**config.mk**
```make
export PLATFORM = sky130hd
export DESIGN_NAME = fifo_ctrl
export DESIGN_NICKNAME = d
export VERILOG_FILES = /design/src/rtl/fifo_ctrl.sv
export SDC_FILE = /design/constraint.sdc
export NUM_CORES = 1
export LEC_CHECK = 0
export BUFFER_PORTS_ARGS = -buffer_cell sky130_fd_sc_hd__buf_2
export CAP_MARGIN = 20
export CORE_MARGIN = 8
export CORE_UTILIZATION = 44
export CTS_BUF_LIST = sky130_fd_sc_hd__clkbuf_4 sky130_fd_sc_hd__clkbuf_8
export CTS_CLUSTER_DIAMETER = 40
export CTS_CLUSTER_SIZE = 20
export DETAILED_ROUTE_END_ITERATION = 12
export PLACE_DENSITY = 0.75
export SLEW_MARGIN = 20
export SYNTH_ARGS = -nofsm -noshare
export SYNTH_HDL_FRONTEND = slang
export SYNTH_SLANG_ARGS = --single-unit
```
**constraint.sdc**
```tcl
create_clock -name clk -period 1.81 [get_ports clk]
set_input_delay 0.181 -clock clk [delete_from_list [all_inputs] [get_ports clk]]
set_output_delay 0.181 -clock clk [all_outputs]
set_load 0.02 [all_outputs]
```
**src/rtl/fifo_ctrl.sv**
```systemverilog
// fifo_ctrl: pointer and flag controller for a single-clock FIFO.
//
// Drives the write/read strobes and addresses of an external dual-port
// storage array, and reports occupancy, full/empty/almost flags and
// one-cycle overflow/underflow error pulses.
//
// Ports:
//   clk          clock, all state on posedge
//   rst          asynchronous active-high reset
//   push / pop   producer write request / consumer read request
//   wr_en        write strobe (combinational, same cycle as push)
//   wr_addr      write address
//   rd_en        read strobe (combinational, same cycle as pop)
//   rd_addr      read address
//   count        occupancy, 0..DEPTH
//   full, empty, almost_full, almost_empty   occupancy flags
//   overflow     registered pulse: a push was rejected last cycle
//   underflow    registered pulse: a pop was rejected last cycle
module fifo_ctrl #(
  parameter int unsigned DEPTH    = 8,
  parameter int unsigned AW       = $clog2(DEPTH),
  parameter int unsigned AF_LEVEL = DEPTH - 2,
  parameter int unsigned AE_LEVEL = 2
) (
  input  logic          clk,
  input  logic          rst,
  input  logic          push,
  input  logic          pop,
  output logic          wr_en,
  output logic [AW-1:0] wr_addr,
  output logic          rd_en,
  output logic [AW-1:0] rd_addr,
  output logic [AW:0]   count,
  output logic          full,
  output logic          empty,
  output logic          almost_full,
  output logic          almost_empty,
  output logic          overflow,
  output logic          underflow
);

  localparam int unsigned CW = AW + 1;
  localparam logic [AW:0] AfCount = CW'(AF_LEVEL);
  localparam logic [AW:0] AeCount = CW'(AE_LEVEL);

  // Pointers carry one extra wrap bit so full and empty are distinguishable.
  logic [AW:0] wr_ptr_q, rd_ptr_q;
  logic        overflow_q, underflow_q;

  always_comb begin
    count        = wr_ptr_q - rd_ptr_q;
    empty        = (wr_ptr_q == rd_ptr_q);
    full         = (wr_ptr_q[AW-1:0] == rd_ptr_q[AW-1:0]) && (wr_ptr_q[AW] != rd_ptr_q[AW]);
    almost_full  = (count >= AfCount);
    almost_empty = (count <= AeCount);
    // A push at full is still accepted when a pop frees a slot the same
    // cycle; the array is read-before-write so the slot can be reused.
    wr_en        = push & (~full | pop);
    rd_en        = pop & ~empty;
    wr_addr      = wr_ptr_q[AW-1:0];
    rd_addr      = rd_ptr_q[AW-1:0];
  end

  always_ff @(posedge clk or posedge rst) begin
    if (rst) begin
      wr_ptr_q    <= '0;
      rd_ptr_q    <= '0;
      overflow_q  <= 1'b0;
      underflow_q <= 1'b0;
    end else begin
      wr_ptr_q    <= wr_ptr_q + {{AW{1'b0}}, wr_en};
      rd_ptr_q    <= rd_ptr_q + {{AW{1'b0}}, rd_en};
      overflow_q  <= push & ~wr_en;
      underflow_q <= pop & ~rd_en;
    end
  end

  assign overflow  = overflow_q;
  assign underflow = underflow_q;

endmodule

```
# Word level (Yosys, flattened, before mapping)
# Cells that the tools add are included.
# W data, S select, Z words.
[totals] register_bits=10 in_bits=4
[op_classes] add_sub_neg=3 n_lt_le_gt_ge=2 n_eq_ne=3 bitwise=9 n_reduce_logical=1
[op_table] cell="$add A4 B1 Y4" count=2
[op_table] cell="$and A1 B1 Y1" count=4
[op_table] cell="$eq A4 B4 Y1" count=1
[op_table] cell="$ge A4 B3 Y1 const B" count=1
[op_table] cell="$le A4 B2 Y1 const B" count=1
[op_table] cell="$not A1 Y1" count=4
[op_table] cell="$sub A4 B4 Y4" count=1
[op_table] cell="$eq A3 B3 Y1" count=1
[op_table] cell="$logic_and A1 B1 Y1" count=1
[op_table] cell="$ne A1 B1 Y1" count=1
[op_table] cell="$or A1 B1 Y1" count=1

# Longest topological paths before layout
# Gate-level depths: netlist (run 1).
[logic_depth] word_depth=7 mapped_depth=8

# Worst setup path after synthesis (run 1)
# OpenSTA, ideal clock, no wires.
[synth_timing] path_kind="reg-to-reg" startpoint="register rd_ptr_q[2]" endpoint="register rd_ptr_q[2]" arrival_time_ps=1967 slack_ps=-281 stages_incl_launch_ff=9 synth_period_minus_slack_ps=2091 path_cell_list="dfrtp_1 -> inv_1 -> ha_1 -> nand3_1 -> nor2_1 -> nor2b_1 -> ha_1 -> ha_1 -> xor2_1"
[synth_via] elab_chain_cells=4
[synth_lines] item="start, declared" line="47" rtl="logic [AW:0] wr_ptr_q, rd_ptr_q;"
[synth_lines] item="start signal, assigned" line="72" rtl="rd_ptr_q <= rd_ptr_q + {{AW{1'b0}}, rd_en};"
[synth_lines] item="$eq A4 B4 Y1" line="52" rtl="empty = (wr_ptr_q == rd_ptr_q);"
[synth_lines] item="named net empty" line="35" rtl="output logic empty,"
[synth_lines] item="$not A1 Y1" line="59" rtl="rd_en = pop & ~empty;"
[synth_lines] item="$and A1 B1 Y1" line="59"
[synth_lines] item="named net rd_en" line="31" rtl="output logic rd_en,"
[synth_lines] item="$add A4 B1 Y4" line="72"
# The timed path passes the listed nets, and every way through them passes these cells.

# Worst setup path in the final report (run 1)
[layout_timing] startpoint="register wr_ptr_q[0]" endpoint="output almost_empty"
[layout_via] elab_chain_cells=2
[layout_lines] item="start, declared" line="47"
[layout_lines] item="start signal, assigned" line="71" rtl="wr_ptr_q <= wr_ptr_q + {{AW{1'b0}}, wr_en};"
[layout_lines] item="$sub A4 B4 Y4" line="51" rtl="count = wr_ptr_q - rd_ptr_q;"
[layout_lines] item="$le A4 B2 Y1" line="55" rtl="almost_empty = (count <= AeCount);"
[layout_lines] item="end, declared" line="37" rtl="output logic almost_empty,"
# No other way between the ends.

==> results.json, run 1 <==
{
  "status": "finished with violations",
  "violations": "negative setup slack",
  "yosysSeqAreaShare": 0.4219,
  "worstSetupStartpointType": "flop",
  "final_max_slew_viol_count": 0,
  "cp.required_ps": 1630,
  "drv_cap": 0,
  "cts_root_buf": "clkbuf_4",
  "grt_max_degree": 11,
  "synth-edff-count": 0,
  "die_h_um": 52.72,
  "avgRoutedWirePerCell_um": 14.24,
  "wl_um": 1467,
  "worstMarginPinSlew_ps": 368.8,
  "initial_core_util": 0.4615,
  "first_global_vias": 524,
  "hold_violations": 0,
  "clkLatencyLatePin_ps": 260,
  "hold_class": "in -> reg",
  "place_inst": 94,
  "synthCells": 55,
  "cts.sinks": 10,
  "fmax_mhz": 495.8,
  "fin_cells": 103,
  "gr-total-overflow": 0,
  "grt_pass1_wl_um": 2311,
  "synthTopCellsByArea": "dfrtp_1 (42%), ha_1 (15%), buf_4 (7.6%)",
  "track_usage": 0.1124,
  "regArea_um2": 250.2,
  "dp_slack_ps": -13.59,
  "synthToLayoutAreaGrowth_pct": 72.57,
  "ys_warn_count": 0,
  "path_clk_slew_ps": 70,
  "n_antenna_cell": 0,
  "dpl.hpwl_um": 1137,
  "slew_headroom": 0.7538,
  "layout-drive-gt1-share": 0.7045,
  "worstHoldPathCells": 2,
  "finish.net_count": 101,
  "cts_tree": "yes",
  "dieWidth_um": 52.72,
  "synth_top_cell_area_share": 0.4219,
  "reg2reg_depth": 8,
  "yosys.cell_types.count": 20,
  "critical_path_class": "reg -> out",
  "cts.htree.levels": 1,
  "numCtsBuffers": 3,
  "drtIter0Drc": 2,
  "nFillCells": 74,
  "dr_total_vias": 499,
  "critPathMaxFanout": 3,
  "dr.pass1.iters": 3,
  "row_count": 13,
  "ios": 22,
  "synth_top_area_cell": "dfrtp_1",
  "yosys-top-cells-count": "dfrtp_1 (10), ha_1 (7), inv_1 (7)",
  "ant_nets": 0,
  "synth.most_common_cell": "dfrtp_1",
  "grt_setup_unrepaired": "yes",
  "cp-end-kind": "output port",
  "cts_buffer_depth": 2,
  "die_area_um2": 2779,
  "fin_crit_ps": 2017,
  "drc": 0,
  "cp.arrival_ps": 1840,
  "syn_nets": 67,
  "setup_ws_ps": -207.1,
  "setup_viol": 5,
  "finalCritPeriodShare": 1.114,
  "multi_input_area_um2": 444.2,
  "portBuffers": 21,
  "synth_ff_type": "dfrtp_1",
  "gp_congestion": 0.7544,
  "vias_per_cell": 4.845,
  "avgSynthCellArea_um2": 10.78,
  "finClkSkew_ps": 3.029,
  "synthArstFlopShare": 1.000,
  "coreArea_um2": 1285,
  "netlist_area_um2": 593.1,
  "ys_seq_elements": 10,
  "antenna_found_initial": 0
}
## cell families (layout without fill, tap and decap cells)
family,after synthesis,count (layout),share of synthesized area
simple gates,12,12,0.1161
buf+inv,13,46,0.1203
flops,10,10,0.4219
xor+xnor,6,6,0.1013
compound gates,6,6,0.05905
fa+ha+maj,8,8,0.1814
## through the flow
stage,cell area (um^2),hold slack [ps],setup TNS [ps],util
after floorplan,653.1,21.18,-41.42,-
after global placement,799.5,167.0,0,0.6222
after detailed placement,799.5,173.7,-13.59,0.6222
after CTS,877.1,113.0,-361.6,0.6826
after global routing,1023,135.2,-1047,0.7965
final,1023,138.4,-448.2,0.7965
## placed cells by master, fill, tap and decap left out, drive strengths merged
cell type,count
and2,1
nand2b,1
nor2,2
and3,1
clkbuf,4
o21ai,1
xnor2,2
inv,7
ha,7
dfrtp,10
nor2b,1
a21oi,3
nand2,1
nand3,3
dlygate4sd3,1
nand3b,1
xor2,4
o21a,2
fa,1
nor3b,1
buf,34
## worst paths after layout
check	startpoint	end	slack, ps
max reg2reg	wr_ptr_q[2]	wr_ptr_q[2]	30
max in group asynchronous	rst	wr_ptr_q[2]	1110
min	pop	overflow	140
min reg2reg	wr_ptr_q[3]	wr_ptr_q[3]	580
min in group asynchronous	rst	rd_ptr_q[0]	430
max	wr_ptr_q[0]	almost_empty	-210
## worst max-delay path, stage by stage (launching register included)
cell and delay, ps:
dfrtp_1 390, inv_2 70, ha_4 120, inv_2 40, fa_2 390, xor2_2 190
a21oi_2 110, o21a_1 150, buf_6 120
## flip-flops by register name, indices dropped and copies added, names as in the netlist
name       flops
overflow       1
rd_ptr_q       4
underflow      1
wr_ptr_q       4
## per-layer routing
layer | GRT usage | up-vias | part of all wire
met5 | 0 | - | 0
met4 | 0.08190 | 0 | 0.022
met3 | 0.04261 | 4 | 0.076
met2 | 0.1858 | 14 | 0.54
met1 | 0.1122 | 239 | 0.36
li1 | - | 242 | -
## final cells by class
| cell class | instances | area share |
|---|---|---|
| clock buffer | 4 | 0.03545 |
| inverter | 7 | 0.02567 |
| timing repair buffer | 35 | 0.2421 |
| sequential | 10 | 0.2445 |
| tap | 15 | 0.01834 |
| multi-input combinational | 32 | 0.4340 |
## timing repair
action | CTS | global route
resized for setup | 8 | 26
endpoints found under the hold margin | 10 | 0
pin swaps | 1 | 13
setup buffers | 0 | 4
cloned | 0 | 0
endpoints found under the setup margin | 5 | 9
hold buffers | 1 | 0
Power of run 1 is left out: the tool's default activity adds up to more than one toggle a clock period on the data nets, which glitch-free logic cannot reach.
==> run 2: changes to the inputs <==
==> constraint.sdc (replaced) <==
create_clock -name clk -period 1.81 [get_ports clk]
set_input_delay 0.362 -clock clk [delete_from_list [all_inputs] [get_ports clk]]
set_output_delay 0.362 -clock clk [all_outputs]
set_load 0.01 [all_outputs]
==> run 2 against run 1 <==
The run still ends with negative setup slack left. First-iteration DRC count did not move. Wire length rose by 20%. Core utilization fell by 3.4 points. Clock-buffer cell count did not move. Via count did not move. Clock skew rose by 0.69 ps. Final cell count did not move. Worst hold slack got worse by 75 ps. Register-to-register slack got worse by 90 ps. Critical endpoint unchanged.
==> results.json, run 2 (synthesis results as in run 1) <==
{
  "finClkSkew_ps": 3.722,
  "dpl.hpwl_um": 1160,
  "worstSetupStartpointType": "flop",
  "status": "finished with violations",
  "ant_nets": 0,
  "fmax_mhz": 459.2,
  "mostFrequentLayoutCell": "buf_2",
  "cts_buffer_depth": 2,
  "dr_total_vias": 499,
  "violations": "negative setup slack",
  "critical_path_class": "reg -> out",
  "cts_root_buf": "clkbuf_4",
  "track_usage": 0.1209,
  "finish.utilization": 0.7624,
  "grt_pass1_wl_um": 2463,
  "cts.sinks": 10,
  "drtIter0Drc": 2,
  "dr.pass1.iters": 2,
  "hold_buffers": 0,
  "fin_crit_ps": 2178,
  "die_h_um": 52.72,
  "antenna_found_initial": 0,
  "portBuffers": 21,
  "clkLatencyLatePin_ps": 260,
  "cp-end-kind": "output port",
  "initial_core_util": 0.4615,
  "cp.required_ps": 1450,
  "grt_setup_unrepaired": "yes",
  "setup_viol": 10,
  "grt_max_degree": 11,
  "drc": 0,
  "avgRoutedWirePerCell_um": 17.04,
  "vias_per_cell": 4.845,
  "worstMarginPinSlew_ps": 385.6,
  "n_antenna_cell": 0,
  "hold_violations": 0,
  "top_regs": "rd_ptr_q (4), wr_ptr_q (4)",
  "finish.net_count": 101,
  "coreArea_um2": 1285,
  "cp.arrival_ps": 1820,
  "row_count": 13,
  "dp_slack_ps": -90.58,
  "cts.htree.levels": 1,
  "cts_tree": "yes",
  "layout-drive-gt1-share": 0.6932,
  "finalCritPeriodShare": 1.203,
  "synthToLayoutAreaGrowth_pct": 65.19,
  "critPathMaxFanout": 3,
  "slew_headroom": 0.7427,
  "mostFrequentLayoutCells": "buf_2 (18), dfrtp_1 (10), buf_4 (10), buf_6 (7)",
  "setup_ws_ps": -367.6,
  "dieWidth_um": 52.72,
  "path_clk_slew_ps": 70,
  "first_global_vias": 542,
  "die_area_um2": 2779,
  "gr-total-overflow": 0,
  "hold_class": "in -> async",
  "numCtsBuffers": 3,
  "gp_congestion": 0.8112,
  "ios": 22,
  "final_max_slew_viol_count": 0,
  "wl_um": 1755,
  "drv_cap": 0
}
## run 2: cell count changes in the layout (fill, tap and decap cells not counted), moves of 2 or more
cell,change
buf_2,+2
buf_4,-2
ha_2,+2
ha_4,-2
## run 2: through the flow
| step | instance area (um^2) | setup TNS (ps) | cells | hold WS [ps] |
|---|---|---|---|---|
| finish | 979.7 | -1941 | 103 | 63.29 |
| CTS | 859.6 | -1274 | 99 | 70.29 |
| detailed placement | 752.0 | -243.0 | 94 | 358.0 |
| global placement | 752.0 | -55.35 | 94 | 350.9 |
| floorplan | 605.6 | -136.0 | 55 | 202.2 |
| global route | 979.7 | -2708 | 103 | 72.74 |
## run 2: path summary, 6_finish.rpt
path / from / to / slack (ps) / cells past startpoint
min in group clk: pop / overflow / 300 / 2
max in group asynchronous: rst / underflow / 1470 / 2
worst max-delay path: wr_ptr_q[0] / almost_empty / -370 / 8
worst min-delay path: rst / rd_ptr_q[3] / 60 / 2
worst max register to register: wr_ptr_q[2] / wr_ptr_q[2] / -60 / 8
worst min register to register: wr_ptr_q[3] / wr_ptr_q[3] / 540 / 1
## run 2: metal layers
metal	up-vias	wire length (um)	global-route usage
li1	241	-	-
met1	240	664	0.1269
met2	14	1013	0.2154
met3	4	41	0.01989
met4	0	36	0.07759
met5	-	0	0
## run 2: final cells by class
cell class                 count  area (um^2)
clock buffer                   4        36.28
multi-input combinational     32        404.1
fill                          86        305.3
inverter                       7        26.28
timing repair buffer          35        244.0
sequential                    10        250.2
tap                           15        18.77
## run 2: critical path: stages, from the launching register on
cell and delay [ps]:
dfrtp_1 370, inv_1 60, ha_2 170, inv_2 40
fa_2 370, xor2_4 180, a21oi_2 100, o21a_1 130
buf_2 120
## run 2: repair_timing
item,CTS,global route
buffers inserted,1,4
endpoints found under the setup margin,10,11
pin swaps,4,8
gates resized for setup,15,18
Power of run 2 is left out for the same reason.
==> run 3: changes to the inputs <==
--- a/config.mk
+++ b/config.mk
@@ -8,12 +8,12 @@
 export BUFFER_PORTS_ARGS = -buffer_cell sky130_fd_sc_hd__buf_2
 export CAP_MARGIN = 20
 export CORE_MARGIN = 8
-export CORE_UTILIZATION = 44
+export CORE_UTILIZATION = 35
 export CTS_BUF_LIST = sky130_fd_sc_hd__clkbuf_4 sky130_fd_sc_hd__clkbuf_8
 export CTS_CLUSTER_DIAMETER = 40
 export CTS_CLUSTER_SIZE = 20
 export DETAILED_ROUTE_END_ITERATION = 12
-export PLACE_DENSITY = 0.75
+export GPL_ROUTABILITY_DRIVEN = 0
 export SLEW_MARGIN = 20
 export SYNTH_ARGS = -nofsm -noshare
 export SYNTH_HDL_FRONTEND = slang
==> constraint.sdc (replaced) <==
create_clock -name clk -period 2.4 [get_ports clk]
set_input_delay 0.48 -clock clk [delete_from_list [all_inputs] [get_ports clk]]
set_output_delay 0.48 -clock clk [all_outputs]
set_load 0.01 [all_outputs]
==> run 3 against run 2 <==
The flow now finishes without violations. Setup slack better by 530 ps. Via count is 15% lower. Die area is 18% higher. Worst hold slack better by 120 ps. First-iteration DRC count is 50% lower. Non-clock buffer count is 12 lower. Sequential cell count stayed put. Highest routed layer unchanged.
==> results.json, run 3 (synthesis results as in run 1) <==
{
  "status": "completed",
  "final_max_slew_viol_count": 0,
  "avgRoutedWirePerCell_um": 12.20,
  "nFillCells": 166,
  "top_regs": "rd_ptr_q (4), wr_ptr_q (4)",
  "dieWidth_um": 57.17,
  "die_area_um2": 3268,
  "fin_setup_tns_ps": 0,
  "row_count": 15,
  "dr.pass1.iters": 2,
  "die_h_um": 57.17,
  "fmax_mhz": 446.5,
  "slew_headroom": 0.7424,
  "coreArea_um2": 1652,
  "drtIter0Drc": 1,
  "layout-drive-gt1-share": 0.4211,
  "dr_total_vias": 424,
  "drc": 0,
  "antenna_found_initial": 0,
  "hold_class": "in -> async",
  "dpl.hpwl_um": 934.1,
  "reg2reg_slack_ps": 390,
  "cp-end-kind": "output port",
  "reg2reg_depth": 8,
  "reg2reg_from": "rd_ptr_q[2]",
  "numCtsBuffers": 3,
  "mostFrequentLayoutCell": "buf_2",
  "cp.required_ps": 1920,
  "ios": 22,
  "critical_path_class": "reg -> out",
  "n_antenna_cell": 0,
  "fin_crit_ps": 2240,
  "clkLatencyLatePin_ps": 260,
  "finalCritPeriodShare": 0.9332,
  "cts_tree": "yes",
  "portBuffers": 21,
  "vias_per_cell": 4.559,
  "setup_viol": 0,
  "critPathMaxFanout": 3,
  "finish.utilization": 0.4477,
  "grt_setup_unrepaired": "no",
  "final_area_um2": 739.5,
  "cts.htree.levels": 1,
  "wl_um": 1135,
  "finish.net_count": 89,
  "grt_pass1_wl_um": 2001,
  "path_clk_slew_ps": 70,
  "initial_core_util": 0.3591,
  "worstSetupStartpointType": "flop",
  "mostFrequentLayoutCells": "buf_2 (21), dfrtp_1 (10), inv_1 (7), ha_1 (7)",
  "finClkSkew_ps": 4.954,
  "cts_buffer_depth": 2,
  "worstMarginPinSlew_ps": 386.0,
  "first_global_vias": 499,
  "setup_ws_ps": 160.4,
  "drv_cap": 0,
  "synthToLayoutAreaGrowth_pct": 24.68,
  "track_usage": 0.07488,
  "hold_violations": 0,
  "cts_root_buf": "clkbuf_4",
  "grt_max_degree": 11,
  "cts.sinks": 10,
  "cp.arrival_ps": 1760,
  "dp_slack_ps": 349.8,
  "ant_nets": 0,
  "gr-total-overflow": 0,
  "r2r-end": "wr_ptr_q[2]",
  "placed_cell_area_um2": 674.4
}
## run 3: changes by cell type in the layout (fill, tap and decap cells not counted), moves of 4 or more
cell   previous run  this run
buf_4            10         2
buf_6             7         0
ha_1              0         7
ha_4              4         0
## run 3: critical path, cell delays in order, from the launching register on
cell and delay (ps):
dfrtp_1 400, ha_1 190, inv_1 70, fa_2 450
a21oi_2 150, o21a_1 120, buf_2 120
## run 3: per-stage QoR
stage                     hold WS (ps)  cells
final                            183.0     93
after global routing             216.9     93
after CTS                        192.1     91
after detailed placement         479.6     87
after global placement           473.0     87
after floorplan                  320.2     55
## run 3: metal layers
layer  wire (um)  vias to the layer above  GRT usage  share of wire
li1            -                      213          -              -
met1         509                      188    0.08225           0.45
met2         467                       21     0.1039           0.41
met3         150                        2    0.04656           0.13
met4           8                        0    0.05034         0.0070
met5           0                        -          0              0
## run 3: worst max path at each step
stage,startpoint,to,slack (ps),depth (start not counted)
after global placement,wr_ptr_q[0],almost_empty,380,8
after detailed placement,wr_ptr_q[0],almost_empty,350,8
after floorplan,wr_ptr_q[0],almost_full,430,7
after CTS,wr_ptr_q[0],almost_empty,60,8
after global routing,wr_ptr_q[0],almost_empty,20,8
final,rd_ptr_q[0],almost_empty,160,6
## run 3: final cells by class
cell class                      instances  area (um^2)  share of cell area
Multi-Input combinational cell         32        285.3              0.3858
Sequential cell                        10        250.2              0.3384
Clock buffer                            4        36.28             0.04907
Tap cell                               17        21.27             0.02876
Timing Repair Buffer                   23        120.1              0.1624
Inverter                                7        26.28             0.03553
## run 3: timing repair
| item | in CTS | in global routing |
|---|---|---|
| buffers inserted | 0 | 2 |
| setup endpoints to repair | 0 | 2 |
| hold buffers | 0 | 0 |
| resized for setup | 0 | 3 |
Power of run 3 is left out for the same reason.
